### config.mk
export PLATFORM = sky130hd
export DESIGN_NAME = shift_reg_universal
export DESIGN_NICKNAME = d
export VERILOG_FILES = /design/src/rtl/shift_reg_universal.sv
export SDC_FILE = /design/constraint.sdc
export NUM_CORES = 1
export LEC_CHECK = 0
export CAP_MARGIN = 20
export CORE_ASPECT_RATIO = 1.75
export CORE_MARGIN = 2
export CORE_UTILIZATION = 30
export DETAILED_ROUTE_END_ITERATION = 12
export PLACE_DENSITY = 0.54
export SYNTH_ARGS = -nofsm -noshare
export SYNTH_HDL_FRONTEND = slang
export SYNTH_SLANG_ARGS = --single-unit
### constraint.sdc
create_clock -name clk -period 1.15 [get_ports clk]
set_input_delay 0.115 -clock clk [delete_from_list [all_inputs] [get_ports clk]]
set_output_delay 0.115 -clock clk [all_outputs]
set_load 0.01 [all_outputs]
### src/rtl/shift_reg_universal.sv
// rtl/shift_reg_universal.sv - parametrised universal shift register with self-timed serialiser
//
// Optional feature macro: SHREG_PARITY_EN (adds the parity output).
// Ports:
//   clk    in           rising-edge clock
//   clr    in           synchronous reset, active-high, overrides every other input
//   en     in           clock enable for mode ops and serialiser shifts
//   mode   in  [2:0]    operation select when idle
//   d      in  [W-1:0]  parallel load data (LOAD and serialiser start)
//   di_l   in           serial in at MSB (right shifts)
//   di_r   in           serial in at LSB (left shifts)
//   start  in           serialiser start pulse
//   q      out [W-1:0]  register contents
//   do_r   out          q[0]
//   do_l   out          q[WIDTH-1]
//   busy   out          serialiser active
//   done   out          one-cycle pulse on the last serialiser shift
//   parity out          ^q, only when SHREG_PARITY_EN is defined

module shift_reg_universal #(
   parameter int WIDTH = 8
) (
   input  logic             clk,
   input  logic             clr,
   input  logic             en,
   input  logic [2:0]       mode,
   input  logic [WIDTH-1:0] d,
   input  logic             di_l,
   input  logic             di_r,
   input  logic             start,
   output logic [WIDTH-1:0] q,
   output logic             do_r,
   output logic             do_l,
   output logic             busy,
`ifdef SHREG_PARITY_EN
   output logic             done,
   output logic             parity
`else
   output logic             done
`endif
);

   localparam int CNT_W = $clog2(WIDTH + 1);

   localparam logic [2:0] MODE_HOLD  = 3'b000;
   localparam logic [2:0] MODE_SHR   = 3'b001;
   localparam logic [2:0] MODE_SHL   = 3'b010;
   localparam logic [2:0] MODE_ROR   = 3'b011;
   localparam logic [2:0] MODE_ROL   = 3'b100;
   localparam logic [2:0] MODE_LOAD  = 3'b101;
   localparam logic [2:0] MODE_ASR   = 3'b110;
   localparam logic [2:0] MODE_CLEAR = 3'b111;

   typedef enum logic {
      S_IDLE  = 1'b0,
      S_SHIFT = 1'b1
   } state_t;

   state_t           state;
   logic [CNT_W-1:0] cnt;

   always_ff @(posedge clk) begin
      if (clr) begin
         q     <= '0;
         cnt   <= '0;
         busy  <= 1'b0;
         done  <= 1'b0;
         state <= S_IDLE;
      end else begin
         // done is a single-cycle pulse: cleared unless the final shift re-asserts it
         done <= 1'b0;
         case (state)
            S_IDLE: begin
               // start wins over mode and does not need en
               if (start) begin
                  q     <= d;
                  cnt   <= CNT_W'(WIDTH);
                  busy  <= 1'b1;
                  state <= S_SHIFT;
               end else if (en) begin
                  case (mode)
                     MODE_SHR:   q <= {di_l, q[WIDTH-1:1]};
                     MODE_SHL:   q <= {q[WIDTH-2:0], di_r};
                     MODE_ROR:   q <= {q[0], q[WIDTH-1:1]};
                     MODE_ROL:   q <= {q[WIDTH-2:0], q[WIDTH-1]};
                     MODE_LOAD:  q <= d;
                     MODE_ASR:   q <= {q[WIDTH-1], q[WIDTH-1:1]};
                     MODE_CLEAR: q <= '0;
                     MODE_HOLD:  q <= q;
                     default:    q <= q;
                  endcase
               end
            end
            S_SHIFT: begin
               // mode and start are ignored while a frame is in flight; en=0 stalls
               if (en) begin
                  q   <= {di_l, q[WIDTH-1:1]};
                  cnt <= cnt - CNT_W'(1);
                  if (cnt == CNT_W'(1)) begin
                     busy  <= 1'b0;
                     done  <= 1'b1;
                     state <= S_IDLE;
                  end
               end
            end
            default: begin
               busy  <= 1'b0;
               state <= S_IDLE;
            end
         endcase
      end
   end

   assign do_r = q[0];
   assign do_l = q[WIDTH-1];

`ifdef SHREG_PARITY_EN
   assign parity = ^q;
`endif

endmodule
* Yosys cells after proc, flatten, opt, wreduce, memory -nomap -nowiden
Cells that the tools add are included.
** Word-level totals
- Bits of input ports :: 17
- Output and inout port bits :: 12
- Flip-flop bits (word level) :: 15
- Word-level logic and storage cells :: 46
** Cells by class
- Reduce and logical (&&, ||, !) cells :: 6
- Bitwise gates (word level) :: 2
- Eq/ne operators :: 14
- Muxes and demuxes :: 17
- Add/subtract/negate cells :: 1
** Operators by type and width (number)
- $pmux W8 S7 :: 1
- $mux W8 :: 3
- $pmux W8 S2 :: 1
- $eq A3 B3 Y1 const B :: 4
- $ne A3 B3 Y1 const B :: 3
- $mux W4 :: 2
- $pmux W4 S2 :: 1
- $mux W1 :: 7
- $eq A3 B2 Y1 const B :: 2
- $reduce_and A3 Y1 :: 2
- $eq A4 B1 Y1 const B :: 1
- $ne A2 B2 Y1 const B :: 2
- $pmux W1 S2 :: 2
- $reduce_and A4 Y1 :: 1
- $sub A4 B1 Y4 const B :: 1
- $eq A3 B1 Y1 const B :: 1
- $logic_not A3 Y1 :: 1
- $reduce_or A3 Y1 :: 1
- $ne A2 B1 Y1 const B :: 1
- $not A1 Y1 :: 2
- $reduce_and A2 Y1 :: 1

* Depth between registers and ports, before layout
- Depth in word-level cells :: 5
- Gate-level depth with buffers :: 6
- Gate-level depth less buffers :: 5

* Least setup slack after synthesis
Ideal clock, no wire load.
- Path kind :: register to register
- Start :: reg state
- End :: reg q[7]
- Setup slack :: -0.107 ns
- Cell stages (with the launch flop) :: 6
- Arrival time :: 1.171 ns
- Library setup time :: 0.086 ns
- Clock period less this slack :: 1.257 ns
- Path buffers :: 2
- Data required time :: 1.064 ns
- Cells stage by stage :: dfxtp_1 -> buf_6 -> clkbuf_1 -> nor2_1 -> o32a_1 -> a211oi_1
** Between the ends
- Cells in the longest elaborated chain, start to end :: 3
- Elaborated cells on any way between the ends :: 7
- Classes of those cells :: eq/ne (4); mux (1); bitwise (1); reduce/logical (1)
** Ends and longest elaborated chain
- start: declaration :: RTL line 59 : state_t state;
- start signal: assignment :: RTL line 68 : state <= S_IDLE;
- start signal: assignment :: RTL line 79 : state <= S_SHIFT;
- start signal: assignment :: RTL line 102 : state <= S_IDLE;
- $not A1 Y1 (no line)
- $ne A3 B3 Y1 (no line)
- $reduce_and A4 Y1 (no line)
- end signal: assignment :: RTL line 82 : MODE_SHR: q <= {di_l, q[WIDTH-1:1]};
- end signal: assignment :: RTL line 83 : MODE_SHL: q <= {q[WIDTH-2:0], di_r};
- end signal: assignment :: RTL line 84 : MODE_ROR: q <= {q[0], q[WIDTH-1:1]};
- end: declaration :: RTL line 31 : output logic [WIDTH-1:0] q,
Several ways; a longest one is shown, not always the timed one.
A chain may end at the register's enable or synchronous reset.

* Worst setup path after layout
- Start :: reg state
- End :: reg q[2]
** Between the ends
- Cells in the longest elaborated chain, start to end :: 3
- Elaborated cells on any way between the ends :: 6
- Classes of those cells :: eq/ne (3); mux (1); bitwise (1); reduce/logical (1)
** Ends and longest elaborated chain
- $not A1 Y1 (no line)
- $ne A3 B3 Y1 (no line)
- $reduce_and A3 Y1 (no line)
Several ways; a longest one is shown, not always the timed one.

==> results.sh <==
export IMPL_cts_buffer_depth=2
export IMPL_fin_skew_ps=4.58
export IMPL_drt_pass1_iter_count=5
export IMPL_drc=0
export IMPL_max_cap_violations=0
export IMPL_hold_viol_final=0
export IMPL_final_cell_mix="24 x buf_4, 15 x dlygate4sd2_1, 11 x nor2_1, 11 x dfxtp_1, 11 x clkdlybuf4s50_1"
export IMPL_design_area_sq_um=1670
export IMPL_routed_via_count=1099
export IMPL_worstPathMaxFanout=6
export IMPL_grt_start_max_net_pins=16
export IMPL_row_count=27
export IMPL_p_leak_nw=0.708
export IMPL_synth_edf_count=0
export IMPL_finalNetCount=187
export IMPL_fin_setup_tns_ps=-1690
export IMPL_cpPeakStageDelay_ps=390
export IMPL_endpoint_kind="register"
export IMPL_dp_hpwl_um=2310
export IMPL_ys_types=42
export IMPL_clk_latency_ps=250
export IMPL_cp_start_kind="register"
export IMPL_num_antenna_cells=0
export IMPL_fin_crit_ps=1380
export IMPL_dp_worst_setup_slack_ps=-742
export IMPL_post_route_period_util=1.20
export IMPL_grt_antenna_before_repair=0
export IMPL_port_buffers=28
export IMPL_clock_sinks=15
export IMPL_finalWirelength_um=2970
export IMPL_dieArea_sq_um=3760
export IMPL_gp_congestion=0.761
export IMPL_slowest_stage="a222oi_1"
export IMPL_htree_levels=1
export IMPL_drive_gt1_frac=0.413
export IMPL_grt_setup_unrepaired="true"
export IMPL_grt_pass1_vias=1158
export IMPL_cts_root_buffer="clkbuf_8"
export IMPL_hold_start="cnt[2]$_SDFFE_PP0P_"
export IMPL_violations="negative setup slack"
export IMPL_async_reset_ff_frac=0
export IMPL_path_class="register to register"
export IMPL_critPathLaunch="state$_SDFF_PP0_"
export IMPL_io_pins=29
export IMPL_cts_buffers=3
export IMPL_ys_warn_count=0
export IMPL_critPathBufInv=1
export IMPL_max_vdd_ir_drop_mv=0.705
export IMPL_finish_utilization=0.531
export IMPL_drt_iter0_markers=50
export IMPL_netlist_instances=115
export IMPL_outcome="finished with violations"
export IMPL_setup_viol=12
export IMPL_synth_seq_area_share=0.306
export IMPL_path_cells="buf_6, a211o_4, a222oi_1, a211oi_2"
export IMPL_syn_area_sq_um=981
export IMPL_synthToLayoutAreaGrowth_pct=70.2
export IMPL_reg2reg_from="state$_SDFF_PP0_"
export IMPL_hold_class="register to register"
export IMPL_layout_setup_ws_ps=-234
export IMPL_cts_tree="done"
export IMPL_start_util=0.312
export IMPL_relSlewSlack=0.756
export IMPL_holdBufCountCts=0
export IMPL_grt_use_total=0.182
export IMPL_critical_path_required_ps=1270
export IMPL_avgSynthCellArea_sq_um=8.53
export IMPL_layout_commonest_cell="buf_4"
export IMPL_gr_total_overflow=0
export IMPL_dpl_cell_area_sq_um=1440
export IMPL_cp_data_arrival_time_ps=1510
export IMPL_viasPerCell=5.23
export IMPL_ys_ff_latch=15
export IMPL_grt_first_pass_wirelength_um=5070
export IMPL_crit_family="compound AO/OA/AOI/OAI gates"
export IMPL_worst_slew_pin_slew_ps=365
export IMPL_ant_nets=0
export IMPL_hold_worst_slack_ps=487
export IMPL_clk_pin_slew_ps=70
export IMPL_slew_violations=0
export IMPL_core_sq_um=3140
export IMPL_synth_flop_cell="dfxtp_1"
export IMPL_wl_per_cell_um=14.1
export IMPL_powerDensity_nw_per_um2=973
export IMPL_syn_num_nets=134
export IMPL_die_w_um=47.2
export IMPL_die_height_um=79.6
export IMPL_fmax_mhz=722
## cell families (layout without fill, tap and decap cells)
kind of cell | Yosys count | count (layout) | share of synthesized area
AND/OR/NAND/NOR | 42 | 42 | 0.232
AO/OA/AOI/OAI | 38 | 38 | 0.304
flip-flops | 15 | 15 | 0.306
buffers and inverters | 15 | 67 | 0.105
adder cells (fa/ha/maj) | 2 | 2 | 0.0255
XOR/XNOR | 2 | 2 | 0.0179
multiplexers | 1 | 1 | 0.0102
## report_power, final
group / switching [W] / total [W] / internal [W]
sequential: 0.0000469 / 0.000614 / 0.000567
clock: 0.000190 / 0.000430 / 0.000240
combinational: 0.000265 / 0.000580 / 0.000315
## per-stage QoR
step | instances | power (W)
floorplan | 115 | 0.000869
global placement | 201 | 0.00112
detailed placement | 201 | 0.00113
CTS | 210 | 0.00163
global route | 210 | 0.00172
finish | 210 | 0.00162
## final timing paths
kind,end,depth (start not counted),slack (ps)
worst max-delay path,q[2]$_SDFFE_PP0P_,4,-230
worst min-delay path,cnt[2]$_SDFFE_PP0P_,1,490
worst max register to register,q[2]$_SDFFE_PP0P_,4,-230
worst min register to register,cnt[2]$_SDFFE_PP0P_,1,490
## flip-flops by register name (all words and copies together) (netlist names)
register	count
state	1
cnt	4
busy	1
done	1
q	8
## metal layers
metal / GRT usage / wire (um) / share of wire / vias to the layer above
met5: 0 / 0 / 0 / -
met3: 0.0249 / 115 / 0.039 / 6
met2: 0.338 / 1670 / 0.56 / 33
li1: - / - / - / 539
met1: 0.188 / 1120 / 0.38 / 521
met4: 0.0694 / 65 / 0.022 / 0
## synthesized netlist by cell type (all sizes together), types with 2 or more instances
cell	instances	area (sq um)
nand2b	3	18.8
a222oi	5	50.1
o21a	2	15.0
dfxtp	15	300
nor2	16	60.1
nor3	5	25.0
o21ai	4	20.0
ha	2	25.0
a22oi	2	15.0
buf	8	71.3
o311ai	2	25.0
a311oi	2	17.5
a21oi	5	25.0
inv	5	18.8
nor2b	2	12.5
nor4	2	18.8
a211oi	7	52.6
nand2	7	26.3
## timing repair
item	CTS	global route
endpoints found under the setup margin	26	15
resized for setup	50	11
pin swaps	17	12
buffers inserted	4	1
gates cloned	1	0
## area by class of cell
class	instances	area, sq um
well taps	43	53.8
clock inverters	1	5.00
multi-input cells	85	723
repair buffers	58	522
inverters	5	18.8
fillers	296	1470
flip-flops and latches	15	305
clock buffers	3	41.3
## worst register-to-register path, delay by kind of cell (launching register included)
kind | cells | cell delay (ps)
compound gates | 3 | 810
flops | 1 | 330
buf+inv | 1 | 120
Note: power is estimated with default switching activity, not from simulation.
